===== src/rtl/mem_arb_pkg.sv =====
// rtl/mem_arb_pkg.sv - shared types and constants for the unified memory port arbiter
package mem_arb_pkg;

    typedef enum logic [2:0] {
        IDLE   = 3'd0,
        BUSY_I = 3'd1,
        BUSY_D = 3'd2,
        DONE_I = 3'd3,
        DONE_D = 3'd4
    } arb_state_t;

    localparam logic GNT_IF = 1'b0;
    localparam logic GNT_D  = 1'b1;

    localparam logic [1:0] SIZE_WORD = 2'b10;

    localparam int STARVE_MAX_DEFAULT = 4;

    // Width needed to hold 0..starve_max inclusive.
    function automatic int starve_w(input int starve_max);
        return $clog2(starve_max + 1);
    endfunction

    localparam int STARVE_W = starve_w(STARVE_MAX_DEFAULT);

endpackage


===== src/rtl/mem_lat_counter.sv =====
// rtl/mem_lat_counter.sv - loadable down-counter timing the fixed memory access latency
//
// Ports:
//   clk, reset : clock, synchronous active-high reset
//   load       : load LAT-1 (start of an access)
//   en         : decrement while nonzero
//   zero       : counter is at zero (last access cycle)
module mem_lat_counter #(
    parameter int LAT = 1
) (
    input  logic clk,
    input  logic reset,
    input  logic load,
    input  logic en,
    output logic zero
);

    localparam int CW = (LAT > 1) ? $clog2(LAT) : 1;
    localparam logic [CW-1:0] INIT = CW'(LAT - 1);

    logic [CW-1:0] cnt;

    always_ff @(posedge clk) begin
        if (reset) begin
            cnt <= '0;
        end else if (load) begin
            cnt <= INIT;
        end else if (en && (cnt != '0)) begin
            cnt <= cnt - 1'b1;
        end
    end

    assign zero = (cnt == '0);

endmodule


===== src/rtl/mem_port_arbiter.sv =====
// rtl/mem_port_arbiter.sv - shares one single-ported memory between fetch and data ports
//
// Ports:
//   clk, reset                 : clock, synchronous active-high reset
//   if_req/if_addr             : fetch request (held until if_ready) and PC
//   if_rdata/if_ready          : fetched word and one-cycle completion pulse
//   d_req/d_rw/d_size/d_se     : data request (held until d_ready), write flag, size, sign extend
//   d_addr/d_wdata             : data address and store data
//   d_rdata/d_ready            : load data and one-cycle completion pulse
//   mem_*                      : registered memory command, mem_rdata valid in last access cycle
//   stall_if/stall_mem         : combinational req & ~ready for the hazard unit
module mem_port_arbiter
    import mem_arb_pkg::*;
#(
    parameter int AW         = 9,
    parameter int DW         = 32,
    parameter int LAT        = 1,
    parameter int STARVE_MAX = 4
) (
    input  logic          clk,
    input  logic          reset,
    input  logic          if_req,
    input  logic [AW-1:0] if_addr,
    output logic [DW-1:0] if_rdata,
    output logic          if_ready,
    input  logic          d_req,
    input  logic          d_rw,
    input  logic [1:0]    d_size,
    input  logic          d_se,
    input  logic [AW-1:0] d_addr,
    input  logic [DW-1:0] d_wdata,
    output logic [DW-1:0] d_rdata,
    output logic          d_ready,
    output logic          mem_en,
    output logic          mem_rw,
    output logic [1:0]    mem_size,
    output logic          mem_se,
    output logic [AW-1:0] mem_addr,
    output logic [DW-1:0] mem_wdata,
    input  logic [DW-1:0] mem_rdata,
    output logic          stall_if,
    output logic          stall_mem
);

    localparam int SW = starve_w(STARVE_MAX);
    localparam logic [SW-1:0] STARVE_LIM = SW'(STARVE_MAX);

    arb_state_t    state, next_state;
    logic [SW-1:0] starve_cnt;
    logic          any_req;
    logic          gnt;
    logic          lat_zero;
    logic          cnt_load;
    logic          cnt_en;

    assign any_req = if_req | d_req;

    // Data wins by default; fetch only wins alone or once data has won
    // STARVE_MAX contended arbitrations in a row.
    assign gnt = (if_req && (!d_req || (starve_cnt == STARVE_LIM))) ? GNT_IF : GNT_D;

    mem_lat_counter #(
        .LAT(LAT)
    ) u_lat (
        .clk  (clk),
        .reset(reset),
        .load (cnt_load),
        .en   (cnt_en),
        .zero (lat_zero)
    );

    always_ff @(posedge clk) begin
        if (reset) begin
            state <= IDLE;
        end else begin
            state <= next_state;
        end
    end

    always_comb begin
        next_state = state;
        cnt_load   = 1'b0;
        cnt_en     = 1'b0;
        case (state)
            IDLE: begin
                if (any_req) begin
                    cnt_load   = 1'b1;
                    next_state = (gnt == GNT_IF) ? BUSY_I : BUSY_D;
                end
            end
            BUSY_I: begin
                cnt_en = 1'b1;
                if (lat_zero) begin
                    next_state = DONE_I;
                end
            end
            BUSY_D: begin
                cnt_en = 1'b1;
                if (lat_zero) begin
                    next_state = DONE_D;
                end
            end
            DONE_I:  next_state = IDLE;
            DONE_D:  next_state = IDLE;
            default: next_state = IDLE;
        endcase
    end

    always_ff @(posedge clk) begin
        if (reset) begin
            mem_en     <= 1'b0;
            mem_rw     <= 1'b0;
            mem_size   <= '0;
            mem_se     <= 1'b0;
            mem_addr   <= '0;
            mem_wdata  <= '0;
            if_rdata   <= '0;
            d_rdata    <= '0;
            if_ready   <= 1'b0;
            d_ready    <= 1'b0;
            starve_cnt <= '0;
        end else begin
            // Ready pulses last exactly the DONE cycle.
            if_ready <= 1'b0;
            d_ready  <= 1'b0;
            case (state)
                IDLE: begin
                    if (any_req) begin
                        mem_en <= 1'b1;
                        if (gnt == GNT_IF) begin
                            mem_addr   <= if_addr;
                            mem_rw     <= 1'b0;
                            mem_size   <= SIZE_WORD;
                            mem_se     <= 1'b0;
                            mem_wdata  <= '0;
                            starve_cnt <= '0;
                        end else begin
                            mem_addr  <= d_addr;
                            mem_rw    <= d_rw;
                            mem_size  <= d_size;
                            mem_se    <= d_se;
                            mem_wdata <= d_wdata;
                            if (if_req && (starve_cnt != STARVE_LIM)) begin
                                starve_cnt <= starve_cnt + 1'b1;
                            end
                        end
                    end
                end
                BUSY_I: begin
                    if (lat_zero) begin
                        mem_en   <= 1'b0;
                        if_rdata <= mem_rdata;
                        if_ready <= 1'b1;
                    end
                end
                BUSY_D: begin
                    if (lat_zero) begin
                        mem_en   <= 1'b0;
                        d_rdata  <= mem_rdata;
                        d_ready  <= 1'b1;
                    end
                end
                default: ;
            endcase
        end
    end

    assign stall_if  = if_req & ~if_ready;
    assign stall_mem = d_req & ~d_ready;

endmodule


===== config.mk =====
export PLATFORM = sky130hd
export DESIGN_NAME = mem_port_arbiter
export DESIGN_NICKNAME = d
export VERILOG_FILES = /design/src/rtl/mem_arb_pkg.sv /design/src/rtl/mem_lat_counter.sv /design/src/rtl/mem_port_arbiter.sv
export SDC_FILE = /design/constraint.sdc
export NUM_CORES = 1
export LEC_CHECK = 0
export CAP_MARGIN = 20
export CORE_MARGIN = 8
export CORE_UTILIZATION = 42
export CTS_CLUSTER_SIZE = 10
export DETAILED_ROUTE_END_ITERATION = 10
export GPL_TIMING_DRIVEN = 0
export PLACE_DENSITY = 0.79
export SYNTH_ARGS = -nofsm -noshare
export SYNTH_HDL_FRONTEND = slang
export SYNTH_SLANG_ARGS = --single-unit
export TNS_END_PERCENT = 100

===== constraint.sdc =====
create_clock -name clk -period 2.27 [get_ports clk]
set_input_delay 0.5675 -clock clk [delete_from_list [all_inputs] [get_ports clk]]
set_output_delay 0.5675 -clock clk [all_outputs]
set_load 0.01 [all_outputs]

==> results.txt <==
status: completed
crit path capture type: primary output
Final WS setup: 0.0695 ns
Final ANT Viol Nets: 0
Hold-fix buffers, CTS: 0
Top FF cell, synth: dfxtp_1
clock sinks: 119
Least-Margin Pin Slew: 0.688 ns
chip height: 121 microns
All-Layer GR Usage: 22.8%
critical path data arrival time: 1.63 ns
Post-synth EDFFs: 0
pre-CTS setup slack: -0.590 ns
relative slew slack: 53.9%
clock slew at reported path FFs: 0.06 ns
initial DRC count: 467
io pins: 204
Post-DP HPWL: 12.6 mm
CORE AREA: 10800 sq um
Mapped Area: 4610 sq um
worst path cell trace: clkdlybuf4s15_2 > inv_4 > nor2_1 > clkdlybuf4s50_1
slowest CP cell: clkdlybuf4s50_1
drt total wl: 17.0 mm
first-pass GRT wire length: 26.7 mm
commonest non-fill, non-tap cell in the layout: clkdlybuf4s50_1
register area share after synthesis: 51.6%
die width: 121 microns
CP Max Fanout: 19
Worst path max stage delay: 0.54 ns
Inserted Diodes: 0
Startpoint Class: input port
R2R setup slack: 0.23 ns
root buffer selected by CTS: clkbuf_8
RSZ-0062 raised after global routing: false
WL per Instance: 18.3 microns
Max clock buf depth: 2
starting density of the core: 42.7%
placer's final routability congestion estimate: 0.856
syn_area_per_cell: 8.27 sq um
Final Critical Period: 2.20 ns
DR pass1 iterations: 5
Buffers on Ports: 202
Net count, final: 870
Hold WS: 0.452 ns
pin count of the biggest net entering global routing: 20
fmax: 454 MHz
initial antenna violation count: 0
Ys Warns: 0
post-cts repair resize count: 5
CTS tree: yes
via count: 5076
layout cells sized above 1: 6.07%
global route overflow: 0
max_cap viols: 0
Yosys cell types: 35
postcts setup bufs: 0
asr flop ratio synth: 0%
Via density: 5.45
Pwr Density: 828 nW/um^2
DRC Markers: 0
Final Hold Fails: 0
CP Class: input port to primary output
max-slew violation total from the final report: 0
HP Class: flop to flop
area of the die: 14600 sq um
Post-Syn Nets: 650
most frequent cells in the layout: 200 x clkdlybuf4s50_1, 131 x nand2_1, 119 x dfxtp_1
num rows: 38
CTS H-tree lvls: 4
Area Overhead vs Synth: 60.1%
IR drop worst, VDD: 0.000522 V
Synth Register Bits: 119
Filler cells: 893
post-route clock period utilization: 96.9%
skew final: 0.00650 ns
total CTS buffers: 17
WP data required: 1.70 ns
final setup violation count: 0
number of global-route vias before repair: 5173
Skew-Pair Late Insertion Delay: 0.50 ns
Post-Synthesis Cells: 558
Leakage Power: 2.52 nW
==> stage by stage <==
step | TNS, ns | total power, mW | cell area (sq um) | instances | utilization, %
2_1_floorplan | 0 | 2.91 | 4610 | 558 | -
3_3_place_gp | -5.72 | 3.54 | 6810 | 900 | 63.1
3_5_place_dp | -9.47 | 3.57 | 6810 | 900 | 63.1
4_1_cts | 0 | 6.15 | 7380 | 931 | 68.4
5_1_grt | 0 | 6.36 | 7390 | 931 | 68.4
6_report | 0 | 6.11 | 7390 | 931 | 68.4
==> registers in the layout, indices dropped and copies added, names as in the netlist, 2 cells and up <==
name        count
d_rdata        32
if_rdata       32
mem_wdata      32
mem_addr        9
starve_cnt      3
state           3
mem_size        2
==> final cells by class <==
type                            count  area, sq um  share of cell area (%)
Clock inverter                      8         95.1                    1.29
Buffer                             57          231                    3.13
Multi-Input combinational cell    377         1980                    26.8
Inverter                            4         17.5                   0.237
Tap cell                          140          175                    2.37
Clock buffer                       24          480                    6.51
Timing Repair Buffer              202         2020                    27.4
Sequential cell                   119         2380                    32.3
==> metal layers <==
metal  up-vias  track usage [%]  wire, microns
met3        20             11.6           2080
met4         0             6.79            240
li1       2422                -              -
met1      2391             24.5           6470
met5         -                0              0
met2       243             38.4           8210
==> power by group <==
group / total, mW / leakage, nW / switching, mW / internal (mW)
combinational: 1.19 / 1.27 / 0.612 / 0.583
clock: 2.58 / 0.281 / 0.908 / 1.67
sequential: 2.34 / 0.972 / 0.0869 / 2.25
total: 6.11 / 2.52 / 1.61 / 4.51
==> logic make-up (layout without fill, tap and decap cells) <==
logic type,Yosys count,in the layout,synth area share (%)
compound gates,208,208,26.6
xor+xnor,1,1,0.190
simple gates,166,166,15.6
flops,119,119,51.6
fa+ha+maj,2,2,0.542
buf+inv,62,295,5.42
==> synth_stat cells, drive strengths merged, types with 2 or more instances <==
library cell | n | area (sq um)
a21oi | 114 | 571
a311oi | 9 | 78.8
clkbuf | 47 | 176
ha | 2 | 25.0
nor2 | 7 | 26.3
or4b | 3 | 33.8
nor3 | 3 | 15.0
o2111ai | 35 | 307
buf | 11 | 58.8
nand3 | 9 | 45.0
nand2 | 131 | 492
inv | 4 | 15.0
nor4b | 3 | 38.8
or3 | 3 | 18.8
dfxtp | 119 | 2380
o21ai | 45 | 225
==> final timing paths <==
path,from,to,cells after the start
setup / recovery,if_req,stall_if,4
hold / removal,if_rdata[13]$_SDFFE_PP0P_,if_rdata[13]$_SDFFE_PP0P_,2
setup reg to reg,starve_cnt[0]$_SDFFE_PP0P_,mem_addr[7]$_SDFFE_PP0P_,6
hold reg to reg,if_rdata[13]$_SDFFE_PP0P_,if_rdata[13]$_SDFFE_PP0P_,2
==> worst max-delay path, delay by kind of cell <==
family / cells / cell delay, ns
buffers and inverters: 3 / 0.94
AND/OR/NAND/NOR: 1 / 0.12
(Power assumes the default switching activity.)
